<file path="config.mk">
export PLATFORM = sky130hd
export DESIGN_NAME = priority_decoder_32bit
export DESIGN_NICKNAME = d
export VERILOG_FILES = /design/src/rtl/priority_enc_pkg.sv /design/src/rtl/priority_decoder_32bit_decode_fifo.sv /design/src/rtl/priority_decoder_32bit.sv
export SDC_FILE = /design/constraint.sdc
export NUM_CORES = 1
export LEC_CHECK = 0
export CAP_MARGIN = 20
export CORE_UTILIZATION = 42
export DETAILED_ROUTE_END_ITERATION = 10
export HOLD_SLACK_MARGIN = 0.08
export PLACE_DENSITY = 0.8
export SLEW_MARGIN = 0
export SYNTH_ARGS = -nofsm -noshare
export SYNTH_HDL_FRONTEND = slang
export SYNTH_HIERARCHICAL = 1
export SYNTH_SLANG_ARGS = --single-unit
</file>
<file path="constraint.sdc">
create_clock -name clk -period 2.1 [get_ports clk]
set_input_delay 0.42 -clock clk [delete_from_list [all_inputs] [get_ports clk]]
set_output_delay 0.42 -clock clk [all_outputs]
set_load 0.01 [all_outputs]
</file>
<file path="src/rtl/priority_enc_pkg.sv">
// Shared types and constants for the priority encoder/decoder chain.
// Provides the code width, the derived one-hot width, the stored entry type and the code->index helper.
package priority_enc_pkg;

    localparam int CODE_W = 5;
    localparam int OUT_W  = 2 ** CODE_W;

    typedef struct packed {
        logic              none;
        logic [CODE_W-1:0] idx;
    } dec_entry_t;

    function automatic logic [CODE_W-1:0] code_to_idx(
        input logic [CODE_W-1:0] code_n
    );
        return ~code_n;
    endfunction

endpackage

</file>
<file path="src/rtl/priority_decoder_32bit_decode_fifo.sv">
// decode_fifo: DEPTH-entry synchronous FIFO of dec_entry_t.
// Ports: clk, rst (sync, active-high), push/din, pop/head, full, empty, count.
module decode_fifo
    import priority_enc_pkg::*;
#(
    parameter int DEPTH = 2,
    localparam int PTR_W = $clog2(DEPTH),
    localparam int CNT_W = $clog2(DEPTH + 1)
) (
    input  logic             clk,
    input  logic             rst,
    input  logic             push,
    input  dec_entry_t       din,
    input  logic             pop,
    output dec_entry_t       head,
    output logic             full,
    output logic             empty,
    output logic [CNT_W-1:0] count
);

    dec_entry_t       mem [DEPTH];
    logic [PTR_W-1:0] wr_ptr;
    logic [PTR_W-1:0] rd_ptr;
    logic [CNT_W-1:0] cnt;
    logic             do_push;
    logic             do_pop;

    assign full  = (cnt == CNT_W'(DEPTH));
    assign empty = (cnt == '0);
    assign count = cnt;
    assign head  = mem[rd_ptr];

    // Internal guards keep the FIFO consistent even if a caller ignores full/empty.
    assign do_push = push & ~full;
    assign do_pop  = pop & ~empty;

    // Storage carries no reset; validity is tracked by cnt alone.
    always_ff @(posedge clk) begin
        if (!rst && do_push) begin
            mem[wr_ptr] <= din;
        end
    end

    // Pointers are log2(DEPTH) bits and wrap naturally since DEPTH is a power of 2.
    always_ff @(posedge clk) begin
        if (rst) begin
            wr_ptr <= '0;
            rd_ptr <= '0;
            cnt    <= '0;
        end else begin
            if (do_push) begin
                wr_ptr <= wr_ptr + PTR_W'(1);
            end
            if (do_pop) begin
                rd_ptr <= rd_ptr + PTR_W'(1);
            end
            unique case ({do_push, do_pop})
                2'b10:   cnt <= cnt + CNT_W'(1);
                2'b01:   cnt <= cnt - CNT_W'(1);
                default: cnt <= cnt;
            endcase
        end
    end

endmodule

</file>
<file path="src/rtl/priority_decoder_32bit.sv">
// Registered 5-to-32 decoder: buffers active-low codes and presents an active-low one-hot grant.
// Ports: clk, rst, en_n, in_valid/in_ready/code_n/gs_n, out_valid/out_ready/out_n, none_err, eo_n.
module priority_decoder_32bit
    import priority_enc_pkg::*;
#(
    parameter int DEPTH = 2
) (
    input  logic              clk,
    input  logic              rst,
    input  logic              en_n,
    input  logic              in_valid,
    output logic              in_ready,
    input  logic [CODE_W-1:0] code_n,
    input  logic              gs_n,
    output logic              out_valid,
    input  logic              out_ready,
    output logic [OUT_W-1:0]  out_n,
    output logic              none_err,
    output logic              eo_n
);

    localparam int CNT_W = $clog2(DEPTH + 1);

    dec_entry_t       din;
    dec_entry_t       head;
    logic             full;
    logic             empty;
    logic [CNT_W-1:0] count;
    logic             push;
    logic             pop;

    // Ready depends only on registered state and en_n/rst, never on out_ready.
    assign in_ready  = ~rst & ~en_n & ~full;
    assign out_valid = ~en_n & ~empty;
    assign push      = in_valid & in_ready;
    assign pop       = out_valid & out_ready;

    assign din.none = gs_n;
    assign din.idx  = code_to_idx(code_n);

    decode_fifo #(
        .DEPTH (DEPTH)
    ) u_fifo (
        .clk   (clk),
        .rst   (rst),
        .push  (push),
        .din   (din),
        .pop   (pop),
        .head  (head),
        .full  (full),
        .empty (empty),
        .count (count)
    );

    // A none entry is still valid but drives no grant line.
    always_comb begin
        out_n = '1;
        if (out_valid && !head.none) begin
            out_n[head.idx] = 1'b0;
        end
    end

    always_ff @(posedge clk) begin
        if (rst) begin
            none_err <= 1'b0;
        end else if (push && gs_n) begin
            none_err <= 1'b1;
        end
    end

    // Cascade idle: enabled with nothing buffered.
    assign eo_n = ~(~en_n & (count == '0));

endmodule

</file>
==> results of run 1 <==
[synth_stat cells (2+ instances only)]
cell type,n
buf_2,3
o21ai_0,2
nor2_1,8
nand4b_1,2
mux2_2,6
a21oi_1,3
nor2b_1,3
nand3_1,8
nand4_1,8
nor4bb_1,3
edfxtp_1,12
nor3b_1,2
dfxtp_1,6
inv_1,7
buf_6,2
xnor2_1,2
clkbuf_1,3
or3_1,2
and4b_1,2
and2_1,3
nand2_1,14
nor3_1,2
[where the power goes]
part           switching [mW]  total (mW)  internal, mW
combinational          0.0553       0.121        0.0656
sequential            0.00355       0.386         0.382
clock                  0.0990       0.168        0.0691
total                   0.158       0.675         0.517
[metrics by stage]
step / power (mW) / std cells / worst slack, ps
floorplan: 0.4334 / 113 / 101.1
global placement: 0.4847 / 200 / -365.8
detailed placement: 0.4883 / 200 / -430.7
CTS: 0.6689 / 220 / -154.8
global route: 0.7092 / 225 / -268.6
finish: 0.6749 / 225 / -195.1
[how the worst max path moves through the flow]
stage | endpoint | cells past startpoint
after floorplan | u_fifo/mem[1][0] | 5
after global placement | out_n[15] | 5
after detailed placement | u_fifo/count[1] | 8
after CTS | out_n[19] | 6
after global routing | out_n[22] | 5
final | out_n[1] | 6
[per-layer routing]
metal	wire (um)	GRT usage	share of wire	up-vias
met4	168	0.1272	0.040	0
met2	2227	0.4831	0.53	85
met3	339	0.02874	0.080	22
met1	1498	0.2365	0.35	575
met5	0	0	0	-
li1	-	-	-	583
[cell families (layout without fill, tap and decap cells)]
family                   Yosys count  after routing  share of synthesized area
AND/OR/NAND/NOR                   64             64                     0.3657
flip-flops                        18             18                     0.4389
buffers and inverters             15             95                    0.06857
AO/OA/AOI/OAI                      6              6                    0.02971
multiplexers                       6              8                    0.06171
XOR/XNOR                           3              3                    0.02400
adder cells (fa/ha/maj)            1              1                    0.01143
[flip-flops by register name, indices dropped and copies added (netlist names), named ones only]
register / count
u_fifo/wr_ptr: 1
u_fifo/mem: 12
u_fifo/count: 2
none_err: 1
u_fifo/rd_ptr: 1
[timing repair]
action	CTS	global route
pin swaps	10	17
buffers inserted	15	4
cloned	1	1
gates resized for setup	177	37
endpoints found under the setup margin	49	33
[layout by cell type, fill, tap and decap left out, drive strengths merged]
cell	count
nand4b	2
nand3	8
dfxtp	6
and4b	2
or3	3
nor4	2
clkinv	1
o21ai	2
ha	1
nor3b	2
nand4bb	1
dlygate4sd2	2
buf	70
clkdlybuf4s15	1
nor2b	3
clkdlybuf4s50	11
and2	3
edfxtp	12
xnor2	2
nand4	8
nand2b	1
a21oi	3
xor2	1
nor3	2
nor4b	2
mux2	8
o21a	1
clkbuf	3
nand2	14
nor2	8
nor4bb	3
inv	7
[critical path: stages, from the launching register on]
cell      delay, ps
dfxtp_4         390
mux2_4          330
nor4_4          270
buf_12          170
buf_6           100
nand4b_1        130
buf_2           180
[cell type report]
type / instances / area [sq um]
Multi-Input combinational cell: 82 / 783.3
Sequential cell: 18 / 484.2
Fill cell: 134 / 339.1
Clock buffer: 3 / 22.52
Tap cell: 30 / 37.54
Inverter: 7 / 26.28
Clock inverter: 1 / 3.754
Timing Repair Buffer: 84 / 780.7
==> flow_summary.toml, run 1 <==
[clocking]
cts_buffer_depth = 2
cts_hold_repair.buffers = 0
htree_num_levels = 1
cts.reportedPaths.clkPinSlew_ps = 100
cts_tree = "built"
cts_sinks = 18
root_buffer = "clkbuf_4"
clock_latency_ps = 290
cts_inserted_buffers = 3

[placed_design]
dpl-instance-area_sq_um = 1712
portBuffers = 46
routabilityCongestion = 0.7027
dpl.hpwl_um = 1928

[drt]
detail-route-antenna-nets = 0
drt_wl_total_um = 4233
vias = 1265
dr.pass1.iters = 4
vias_per_cell = 5.622
wl_per_cell_um = 18.81
drtIter0Drc = 44
drc_errors = 0

[yosys]
synth_cells = 113
synth_area_leaders = "edfxtp_1 33%, dfxtp_1 11%, mux2_2 6.2%"
ys_seq_elements = 18
syn_nets = 125
ys_async_sr_fraction = 0
synthFlopType = "edfxtp_1"
synth_top_cell_by_area = "edfxtp_1"
synth_warnings = 6
syn_area_sq_um = 1095
synth_top_area_frac = 0.3291
syn_avg_cell_area_sq_um = 9.688
synth_cell_types = 32
synth-edff-count = 12
ys_seq_area_frac = 0.4389

[worst_setup_path]
worst-endpoint-required_ps = 1680
arrival_ps = 1880
critPathKind = "reg -> out"
rr_startpoint = "u_fifo/count[1]"
startpoint_type = "register"
worstReg2RegEnd = "u_fifo/count[1]"
ff2ff_path_depth = 8
path_max_fanout = 7
cp-end-kind = "primary output"
r2r_slack_ps = 150

[floorplanning]
start_util = 0.4419
core_area_sq_um = 2477
die_y_um = 53.06
die_w_um = 53.06
pin_count = 47
die_area_sq_um = 2815
num_rows = 18

[pwr]
p_leak_nw = 0.8537
power.density_nw_per_um2 = 315.6
peakVddDrop_mv = 0.4473

[finish]
utilization = 0.8631
fin_nets = 208
drive_gt1_frac = 0.5846
post-route-cell-area_sq_um = 2138
diodes = 0
syn_to_final_growth_pct = 95.31

[global_routing]
grt_usage = 0.2424
grt_max_degree = 13
gr-total-overflow = 0
grt_pass1_wl_um = 4892
grt_pass1_vias = 1124
grt_antenna_before_repair = 0

[timing]
finClkSkew_ps = 2.988
final-setup-viol-count = 32
max_freq_mhz = 435.7
setup_tns_ps = -3686
layout_setup_ws_ps = -195.1
rsz0062_at_grt = "true"
hold_viol = 0
period_needed_ps = 2295
worst_hold_slack_ps = 458.0
worst_pin_slew_ps = 317.8
relSlewSlack = 0.7878
period_share = 1.093
report.final.slew_viol_count = 0

[outcome]
status = "complete, but fails checks"
violations = "setup timing"

[worst_hold_path]
min_path_cells = 2
hold_start = "none_err"
min_to = "none_err"
hold_class = "reg -> reg"

[run]
maxCapViolations = 0
No activity file was read; power rests on OpenSTA's default activity.
==> run 2, diff against run 1 <==
SKIP_CTS_REPAIR_TIMING = 1   (was default)
==> run 2 against run 1 <==
The flow still finishes with violations (setup timing). Routed wire length shrank 20%. Count of clock-buffer cells in the layout is the same. Largest power group unchanged. Setup slack got worse by 34 ps. Sequential power barely moved. Cell area fell by 5.7%. Sequential share of layout area up 1.4 points. Clock power about the same. Total power fell by 0.90%. First-iteration DRC count down 45%. Core utilization fell by 4.9 points. Combinational power decreased by 4%.
==> flow_summary.toml, run 2 (same netlist as run 1, synthesis figures left out) <==
[pwr]
intPower_mw = 0.5164
p_leak_nw = 0.8464
p_sw_frac = 0.2278
p_sw_mw = 0.1524
clkPwrFrac = 0.251
seq_power_share = 0.576
comb_power_share = 0.173
power.density_nw_per_um2 = 331.6
peakVddDrop_mv = 0.3935

[finish]
final_common_cell = "clkbuf_2"
layout_common_cells = "18 x clkbuf_2, 17 x buf_4, 16 x buf_6"
drive_gt1_frac = 0.5158
diodes = 0
syn_to_final_growth_pct = 84.23
post-route-cell-area_sq_um = 2017
largest_reg_flops = 12
top_register = "u_fifo/mem"
fin_nets = 203

[timing]
period_share = 1.109
relSlewSlack = 0.7767
max_freq_mhz = 429.3
worst_pin_slew_ps = 332.4
period_needed_ps = 2329
rsz0062_at_grt = "true"
finClkSkew_ps = 5.639
hold_viol = 0
report.final.slew_viol_count = 0
worst_hold_slack_ps = 455.0
final-setup-viol-count = 32
layout_setup_ws_ps = -229.3

[worst_setup_path]
cp-end-kind = "primary output"
rr_startpoint = "u_fifo/count[1]"
worst-endpoint-required_ps = 1680
critPathKind = "reg -> out"
startpoint_type = "register"
path_max_fanout = 6
arrival_ps = 1910

[worst_hold_path]
hold_start = "none_err"
hold_class = "reg -> reg"

[global_routing]
grt_antenna_before_repair = 0
grt_pass1_vias = 917
gr-total-overflow = 0
grt_pass1_wl_um = 3829
grt_max_degree = 17
grt_usage = 0.1853

[placed_design]
dpl.hpwl_um = 1928
portBuffers = 46
routabilityCongestion = 0.7027
dpl-instance-area_sq_um = 1712

[clocking]
cts_tree = "built"
cts_inserted_buffers = 3
cts.reportedPaths.clkPinSlew_ps = 100
root_buffer = "clkbuf_4"
clock_latency_ps = 290
cts_buffer_depth = 2
cts_sinks = 18
htree_num_levels = 1

[drt]
drc_errors = 0
vias = 1243
drtIter0Drc = 24
drt_wl_total_um = 3390
detail-route-antenna-nets = 0
dr.pass1.iters = 4
wl_per_cell_um = 15.41
vias_per_cell = 5.650

[run]
maxCapViolations = 0

[floorplanning]
die_y_um = 53.06
die_area_sq_um = 2815
die_w_um = 53.06
start_util = 0.4419
core_area_sq_um = 2477
pin_count = 47
num_rows = 18

[outcome]
status = "complete, but fails checks"
violations = "setup timing"
run 2: changes by cell type in the layout (fill, tap and decap cells not counted), moves of 4 or more:
cell and delta:
clkbuf_2 +18, buf_2 -9, nand3_1 +6, nand3_2 -5, buf_6 -11, buf_4 -4
run 2: critical path, stage by stage, from the launching register on:
cell	delay, ps
dfxtp_4	370
mux2_4	320
nor4b_4	360
buf_4	190
clkbuf_16	130
nand4_1	90
buf_2	160
run 2: power by group through the flow:
stage          clock, mW  sequential, mW  combinational (mW)
2_1_floorplan          0           0.396              0.0377
3_3_place_gp           0           0.394              0.0906
3_5_place_dp           0           0.395              0.0936
4_1_cts            0.177           0.387              0.0943
5_1_grt            0.193           0.386               0.124
6_report           0.168           0.385               0.116
run 2: cell type report:
cell class | count | area, sq um
repair buffers | 80 | 735.7
multi-input cells | 81 | 706.9
flip-flops and latches | 18 | 484.2
fillers | 157 | 460.4
well taps | 30 | 37.54
inverters | 7 | 26.28
clock buffers | 3 | 22.52
clock inverters | 1 | 3.754
run 2: path summary, 6_finish.rpt:
check	cells past startpoint	slack, ps	end
min	2	450	none_err
min reg2reg	2	450	none_err
max	6	-230	out_n[15]
max reg2reg	8	140	u_fifo/count[1]
run 2: metal layers:
metal | vias to the layer above | part of all wire | track usage
met3 | 15 | 0.079 | 0.01149
met2 | 77 | 0.52 | 0.3565
li1 | 567 | - | -
met1 | 584 | 0.37 | 0.2058
met5 | - | 0 | 0
met4 | 0 | 0.025 | 0.07895
run 2: through the flow:
step / TNS (ps) / util / cells / power [mW] / setup slack (ps)
finish: -4954 / 0.8141 / 220 / 0.6688 / -229.3
global route: -7124 / 0.8141 / 220 / 0.7026 / -295.9
detailed placement: -17890 / 0.6909 / 200 / 0.4883 / -430.7
CTS: -18510 / 0.7015 / 204 / 0.6573 / -587.8
global placement: -15720 / 0.6909 / 200 / 0.4847 / -365.8
floorplan: 0 / - / 113 / 0.4334 / 101.1
